## config.mk

```make
export PLATFORM = sky130hd
export DESIGN_NAME = rob_multi_commit
export DESIGN_NICKNAME = d
export VERILOG_FILES = /design/src/rtl/rob_multi_commit_pkg.sv /design/src/rtl/rob_multi_commit_sel.sv /design/src/rtl/rob_multi_commit.sv
export SDC_FILE = /design/constraint.sdc
export NUM_CORES = 2
export LEC_CHECK = 0
export CAP_MARGIN = 10
export CORE_ASPECT_RATIO = 0.7
export CORE_MARGIN = 3
export CORE_UTILIZATION = 55
export CTS_CLUSTER_DIAMETER = 200
export DETAILED_ROUTE_END_ITERATION = 16
export PLACE_DENSITY = 0.82
export SYNTH_ARGS = -nofsm -noshare
export SYNTH_HDL_FRONTEND = slang
export SYNTH_SLANG_ARGS = --single-unit
```

## constraint.sdc

```tcl
create_clock -name clk_in -period 8.75 [get_ports clk_in]
set_input_delay 1.75 -clock clk_in [delete_from_list [all_inputs] [get_ports clk_in]]
set_output_delay 1.75 -clock clk_in [all_outputs]
set_load 0.02 [all_outputs]
```

## src/rtl/rob_multi_commit_pkg.sv

```systemverilog
// Shared types and constants for the multi-commit reorder buffer.
package rob_multi_commit_pkg;
  localparam int XLEN     = 32;
  localparam int TAG_NONE = 0;

  // Per-entry payload; the destination register lives in its own array because its width is a module parameter.
  typedef struct packed {
    logic            is_store;
    logic            is_branch;
    logic [XLEN-1:0] pred_pc;
    logic [XLEN-1:0] npc;
    logic [XLEN-1:0] value;
  } rob_entry_t;
endpackage

```

## src/rtl/rob_multi_commit_sel.sv

```systemverilog
// In-order retire chain over the head window, plus flush/redirect from a mispredicted branch.
// Combinational; a store or branch in a slot stops younger slots from retiring that cycle.
module rob_multi_commit_sel #(
  parameter int COMMIT_WIDTH = 2
) (
  input  logic                     rdy_in,
  input  logic [COMMIT_WIDTH-1:0]  slot_vld,
  input  logic [COMMIT_WIDTH-1:0]  slot_done,
  input  logic [COMMIT_WIDTH-1:0]  slot_store,
  input  logic [COMMIT_WIDTH-1:0]  slot_branch,
  input  logic [COMMIT_WIDTH-1:0]  slot_mispred,
  input  logic [COMMIT_WIDTH*32-1:0] slot_npc,
  output logic [COMMIT_WIDTH-1:0]  commit_valid,
  output logic [COMMIT_WIDTH-1:0]  commit_wr_reg,
  output logic                     commit_store,
  output logic                     flush_out,
  output logic [31:0]              redirect_pc
);
  logic go;

  always_comb begin
    commit_valid  = '0;
    commit_wr_reg = '0;
    commit_store  = 1'b0;
    flush_out     = 1'b0;
    redirect_pc   = '0;
    go            = rdy_in;
    for (int k = 0; k < COMMIT_WIDTH; k++) begin
      go              = go & slot_vld[k] & slot_done[k];
      commit_valid[k] = go;
      if (go) begin
        commit_wr_reg[k] = !slot_store[k] && !slot_branch[k];
        if (slot_store[k]) commit_store = 1'b1;
        if (slot_branch[k] && slot_mispred[k]) begin
          flush_out   = 1'b1;
          redirect_pc = slot_npc[k*32 +: 32];
        end
      end
      go = go & !slot_store[k] & !slot_branch[k];
    end
  end
endmodule

```

## src/rtl/rob_multi_commit.sv

```systemverilog
// Reorder buffer: one alloc/cycle, WB_PORTS writebacks, up to COMMIT_WIDTH in-order retires/cycle.
// WB to head retires next cycle; issue_ready from registered count; rdy_in low freezes all state.
module rob_multi_commit #(
  parameter int Q_WIDTH        = 4,
  parameter int REG_ADDR_WIDTH = 5,
  parameter int WB_PORTS       = 2,
  parameter int COMMIT_WIDTH   = 2
) (
  input  logic                               clk_in,
  input  logic                               rst_in,
  input  logic                               rdy_in,
  input  logic                               issue_valid,
  output logic                               issue_ready,
  input  logic                               issue_is_store,
  input  logic                               issue_is_branch,
  input  logic [REG_ADDR_WIDTH-1:0]          issue_rd,
  input  logic [31:0]                        issue_pc,
  input  logic [31:0]                        issue_pred_pc,
  output logic [Q_WIDTH-1:0]                 alloc_tag,
  input  logic [WB_PORTS-1:0]                wb_valid,
  input  logic [WB_PORTS*Q_WIDTH-1:0]        wb_tag,
  input  logic [WB_PORTS*32-1:0]             wb_value,
  input  logic [WB_PORTS*32-1:0]             wb_npc,
  input  logic [2*Q_WIDTH-1:0]               rd_tag,
  output logic [1:0]                         rd_has_value,
  output logic [63:0]                        rd_value,
  output logic [COMMIT_WIDTH-1:0]            commit_valid,
  output logic [COMMIT_WIDTH*Q_WIDTH-1:0]    commit_tag,
  output logic [COMMIT_WIDTH*REG_ADDR_WIDTH-1:0] commit_rd,
  output logic [COMMIT_WIDTH*32-1:0]         commit_value,
  output logic [COMMIT_WIDTH-1:0]            commit_wr_reg,
  output logic                               commit_store,
  output logic                               flush_out,
  output logic [31:0]                        redirect_pc,
  output logic [Q_WIDTH-1:0]                 count
);
  import rob_multi_commit_pkg::*;

  localparam int DEPTH = 2**Q_WIDTH - 1;
  localparam int SLOTS = 2**Q_WIDTH;

  rob_entry_t                ent    [SLOTS];
  logic [REG_ADDR_WIDTH-1:0] ent_rd [SLOTS];
  logic [SLOTS-1:0]          ent_vld, ent_done;
  logic [Q_WIDTH-1:0]        head, tail, cnt, head_nxt, n_ret;
  logic [Q_WIDTH-1:0]        slot_ptr [COMMIT_WIDTH+1];
  logic [COMMIT_WIDTH-1:0]   s_vld, s_done, s_store, s_branch, s_mispred;
  logic [COMMIT_WIDTH*32-1:0] s_npc;
  logic [WB_PORTS-1:0]       wb_hit;
  logic                      alloc;
  logic                      unused_pc;

  // Index 0 is the "no rename" tag, so the ring skips it.
  function automatic logic [Q_WIDTH-1:0] ptr_inc(input logic [Q_WIDTH-1:0] p);
    return (p == Q_WIDTH'(DEPTH)) ? Q_WIDTH'(1) : p + 1'b1;
  endfunction

  assign unused_pc   = ^issue_pc;
  assign issue_ready = (cnt != Q_WIDTH'(DEPTH));
  assign alloc_tag   = tail;
  assign count       = cnt;
  assign alloc       = issue_valid && issue_ready && rdy_in && !flush_out;

  always_comb begin
    slot_ptr[0] = head;
    for (int k = 1; k <= COMMIT_WIDTH; k++) slot_ptr[k] = ptr_inc(slot_ptr[k-1]);
    for (int k = 0; k < COMMIT_WIDTH; k++) begin
      s_vld[k]            = ent_vld[slot_ptr[k]];
      s_done[k]           = ent_done[slot_ptr[k]];
      s_store[k]          = ent[slot_ptr[k]].is_store;
      s_branch[k]         = ent[slot_ptr[k]].is_branch;
      s_mispred[k]        = ent[slot_ptr[k]].npc != ent[slot_ptr[k]].pred_pc;
      s_npc[k*32 +: 32]   = ent[slot_ptr[k]].npc;
    end
  end

  rob_multi_commit_sel #(.COMMIT_WIDTH(COMMIT_WIDTH)) u_sel (
    .rdy_in       (rdy_in),
    .slot_vld     (s_vld),
    .slot_done    (s_done),
    .slot_store   (s_store),
    .slot_branch  (s_branch),
    .slot_mispred (s_mispred),
    .slot_npc     (s_npc),
    .commit_valid (commit_valid),
    .commit_wr_reg(commit_wr_reg),
    .commit_store (commit_store),
    .flush_out    (flush_out),
    .redirect_pc  (redirect_pc)
  );

  always_comb begin
    commit_tag   = '0;
    commit_rd    = '0;
    commit_value = '0;
    n_ret        = '0;
    head_nxt     = head;
    for (int k = 0; k < COMMIT_WIDTH; k++) begin
      if (commit_valid[k]) begin
        commit_tag[k*Q_WIDTH +: Q_WIDTH]               = slot_ptr[k];
        commit_rd[k*REG_ADDR_WIDTH +: REG_ADDR_WIDTH]  = ent_rd[slot_ptr[k]];
        commit_value[k*32 +: 32]                       = ent[slot_ptr[k]].value;
      end
      n_ret = n_ret + Q_WIDTH'(commit_valid[k]);
    end
    for (int k = 0; k <= COMMIT_WIDTH; k++)
      if (n_ret == Q_WIDTH'(k)) head_nxt = slot_ptr[k];
  end

  always_comb begin
    for (int i = 0; i < WB_PORTS; i++)
      wb_hit[i] = wb_valid[i] && (wb_tag[i*Q_WIDTH +: Q_WIDTH] != Q_WIDTH'(TAG_NONE))
                  && ent_vld[wb_tag[i*Q_WIDTH +: Q_WIDTH]];
  end

  // Stored value beats bypass; among bypasses the lowest channel wins.
  always_comb begin
    rd_has_value = '0;
    rd_value     = '0;
    for (int j = 0; j < 2; j++) begin
      if (rd_tag[j*Q_WIDTH +: Q_WIDTH] != Q_WIDTH'(TAG_NONE)) begin
        for (int i = WB_PORTS-1; i >= 0; i--) begin
          if (wb_valid[i] && wb_tag[i*Q_WIDTH +: Q_WIDTH] == rd_tag[j*Q_WIDTH +: Q_WIDTH]) begin
            rd_has_value[j]     = 1'b1;
            rd_value[j*32 +: 32] = wb_value[i*32 +: 32];
          end
        end
        if (ent_done[rd_tag[j*Q_WIDTH +: Q_WIDTH]]) begin
          rd_has_value[j]     = 1'b1;
          rd_value[j*32 +: 32] = ent[rd_tag[j*Q_WIDTH +: Q_WIDTH]].value;
        end
      end
    end
  end

  always_ff @(posedge clk_in) begin
    if (rst_in) begin
      head     <= Q_WIDTH'(1);
      tail     <= Q_WIDTH'(1);
      cnt      <= '0;
      ent_vld  <= '0;
      ent_done <= '0;
    end else if (rdy_in) begin
      if (flush_out) begin
        head     <= Q_WIDTH'(1);
        tail     <= Q_WIDTH'(1);
        cnt      <= '0;
        ent_vld  <= '0;
        ent_done <= '0;
      end else begin
        for (int i = WB_PORTS-1; i >= 0; i--) begin
          if (wb_hit[i]) begin
            ent_done[wb_tag[i*Q_WIDTH +: Q_WIDTH]]       <= 1'b1;
            ent[wb_tag[i*Q_WIDTH +: Q_WIDTH]].value      <= wb_value[i*32 +: 32];
            ent[wb_tag[i*Q_WIDTH +: Q_WIDTH]].npc        <= wb_npc[i*32 +: 32];
          end
        end
        for (int k = 0; k < COMMIT_WIDTH; k++) begin
          if (commit_valid[k]) begin
            ent_vld[slot_ptr[k]]  <= 1'b0;
            ent_done[slot_ptr[k]] <= 1'b0;
          end
        end
        if (alloc) begin
          ent_vld[tail]           <= 1'b1;
          ent_done[tail]          <= 1'b0;
          ent[tail].is_store      <= issue_is_store;
          ent[tail].is_branch     <= issue_is_branch;
          ent[tail].pred_pc       <= issue_pred_pc;
          ent_rd[tail]            <= issue_rd;
          tail                    <= ptr_inc(tail);
        end
        head <= head_nxt;
        cnt  <= cnt + Q_WIDTH'(alloc) - n_ret;
      end
    end
  end
endmodule
```

==> results_dict.tcl <==
set metrics [dict create \
    grt_max_degree 111 \
    cts.sinks 1696 \
    grt_usage_pct 38.41 \
    end_kind "output port" \
    drt_iter0_markers 13970 \
    gp_congestion 0.9525 \
    p_leak_uw 0.03531 \
    min_period_ns 8.726 \
    final_cells 9074 \
    max_cap_violations 0 \
    grt_pass1_vias 69810 \
    setup_violations 0 \
    routed_wirelength_microns 371500 \
    cp_max_fo 33 \
    die_h_microns 366.0 \
    drcViolationCount 0 \
    die_w_microns 520.3 \
    port_buffers 383 \
    cts_buffer_depth 3 \
    place_inst 8701 \
    path_class "reg -> out" \
    yosys_warnings 0 \
    fin_setup_tns_ns 0 \
    period_share_pct 99.73 \
    h-tree-depth 4 \
    worstSkewPairLatency_ns 0.84 \
    ctsHoldBuffers 0 \
    clk_pin_slew_worst_paths_ns 0.07 \
    cts_buffers 169 \
    grt_pass1_wl_microns 523100 \
    grt_setup_unrepaired "false" \
    ys_async_sr_fraction_pct 0 \
    fin_nets 6654 \
    syn_area_sq_um 101800 \
    num_rows 131 \
    max_clock_freq_mhz 114.6 \
    synth_ff_type "edfxtp_1" \
    synth_edf_count 1648 \
    ir_drop_v 0.0001883 \
    initial_core_util_pct 55.62 \
    netlist_top_cells_area "edfxtp_1, mux4_2, mux2_2" \
    synth-seq-cells 1696 \
    synth_top_area_share_pct 48.60 \
    slew_violations 0 \
    synth.distinct_cells 97 \
    core_sq_um 183100 \
    io_pins 416 \
    final_area_sq_um 114400 \
    routed_via_density 7.898 \
    antenna_found_initial 75 \
    final_layout_size_suffix_gt1_share_pct 38.06 \
    clock-root-buffer "clkbuf_16" \
    vias 71660 \
    layout_setup_ws_ns 0.02380 \
    avgSynthCellArea_sq_um 16.16 \
    grt-ovfl-total 0 \
    max_slew.worst_pin.slew_ns 1.184 \
    required_ns 7.00 \
    place_area_sq_um 108600 \
    critPathLaunchType "flip-flop" \
    ant_nets 0 \
    drtPass1Iterations 7 \
    fin_util_pct 62.49 \
    ys_seq_area_share_pct 49.54 \
    arrival_ns 6.98 \
    dieArea_sq_um 190400 \
    syn_inst 6300 \
    hpwl_microns 218100 \
    syn_to_final_growth_pct 12.36 \
    slew_headroom_pct 21.09 \
    yosysTopAreaCell "edfxtp_1" \
    pre_cts_slack_ns 0.6327 \
    fin_skew_ns 0.04225 \
    routedWlPerCell_microns 40.94 \
    cts_tree "done" \
    hold_viol_final 0 \
    run_status "completed" \
    power.density_nw_per_um2 154.2 \
    min_path_type "reg -> reg" \
]
[per-stage QoR]
| stage | total power, uW | hold slack, ns |
|---|---|---|
| CTS | 17570 | 0.4863 |
| global placement | 10180 | 0.4732 |
| global route | 18000 | 0.5090 |
| floorplan | 9811 | 0.4394 |
| finish | 17640 | 0.4829 |
| detailed placement | 10220 | 0.4778 |
[logic make-up after synthesis]
logic type	Yosys count	synth area share (%)
AOI/OAI and AO/OA	704	5.094
xor gates and xnor gates	135	1.180
adders and majority gates	20	0.2531
buffers and inverters	788	3.744
DFF	1696	49.54
muxes	2291	36.78
other	1	0.003683
and+or+nand+nor	665	3.406
[cell usage after synthesis, types with 56 or more instances]
cell type	count
edfxtp_1	1648
mux4_2	1062
mux2_2	809
clkbuf_1	368
mux2i_1	243
nor2_1	189
mux2_1	177
buf_1	161
nand2_1	159
buf_2	120
a22oi_1	93
a211oi_1	92
o21ai_0	83
o22ai_1	76
xor2_1	76
a21oi_1	74
a221oi_1	71
buf_6	64
nand3_1	60
xnor2_1	58
and3_1	56
[routing by layer]
layer / track usage [%] / vias to the layer above / wire (microns)
met1: 50.76 / 35610 / 120100
met5: 0.2040 / - / 265
met4: 21.01 / 30 / 26060
met3: 18.02 / 1709 / 71750
met2: 52.35 / 7779 / 153300
li1: - / 26540 / -
[report_power, final]
group,total [uW],leakage [uW],internal [uW],switching (uW)
Sequential,8970,0.0153,8940,27.0
Clock,7560,0.00273,4210,3350
Combinational,1110,0.0173,511,604
Total,17600,0.0353,13700,3980
[worst max-delay path: stages (launching register included)]
cell,delay [ns]
dfxtp_1,0.61
inv_1,0.31
ha_4,0.47
inv_2,0.10
nor3_4,0.34
buf_4,0.47
a22o_1,0.22
a221oi_1,0.05
a211oi_1,0.38
buf_4,0.22
a21oi_1,0.13
o2111ai_1,0.70
nor4_2,0.18
a311oi_4,0.58
buf_12,0.33
a22o_1,0.33
clkdlybuf4s50_1,0.68
[layout make-up]
class	instances	area (sq um)
well taps	2460	3078
flip-flops and latches	1696	50460
clock inverters	117	1215
fillers	12510	68670
repair buffers	637	6777
clock buffers	191	4354
multi-input cells	3879	48250
diodes	64	160.2
inverters	30	117.6
[worst paths after layout]
kind	startpoint	to	slack, ns	cells past startpoint
worst max-delay path	head[1]	redirect_pc[26]	0.02	16
worst min-delay path	count[3]	count[3]	0.48	2
worst max register to register	head[1]	ent[14][70]	1.42	17
worst min register to register	count[3]	count[3]	0.48	2
[state kept, by name (all words and copies together), names as in the netlist, named ones only]
signal     flops
alloc_tag      4
count          4
ent         1568
ent_done      16
ent_rd        80
ent_vld       16
head           4
[placed cells by master, fill, tap and decap left out, types with 18 or more instances in the layout]
cell type        netlist  final
a211oi_1              92     92
a21oi_1               74     72
a221o_1               26     26
a221oi_1              71     71
a22o_1                48     48
a22oi_1               93     93
a31oi_1               20     19
and2_1                27     22
and3_1                56     56
buf_12                 1     83
buf_4                 39    172
bufinv_16              0     21
clkbuf_1             368     20
clkbuf_16              0    171
clkdlybuf4s50_1        0    373
clkinv_1               2     42
clkinv_2               0     34
conb_1                 1     64
dfxtp_1               48     43
diode_2                0     64
edfxtp_1            1648   1648
inv_1                 25     22
mux2_1               177    177
mux2_2               809    809
mux2i_1              243    243
mux4_2              1062   1062
nand2_1              159    159
nand2b_1              18     18
nand3_1               60     59
nor2_1               189    161
nor2_4                 0     26
nor2b_1               21     21
nor3_1                36     36
o21ai_0               83     82
o22a_1                19     19
o22ai_1               76     76
xnor2_1               58     57
xor2_1                76     74
[what timing repair did]
item                       in CTS  in global routing
resized for setup               0                 10
setup endpoints to repair      27                 46
pin swaps                       1                  0
setup buffers                   1                  0
Note: power is estimated with default switching activity, not from simulation.
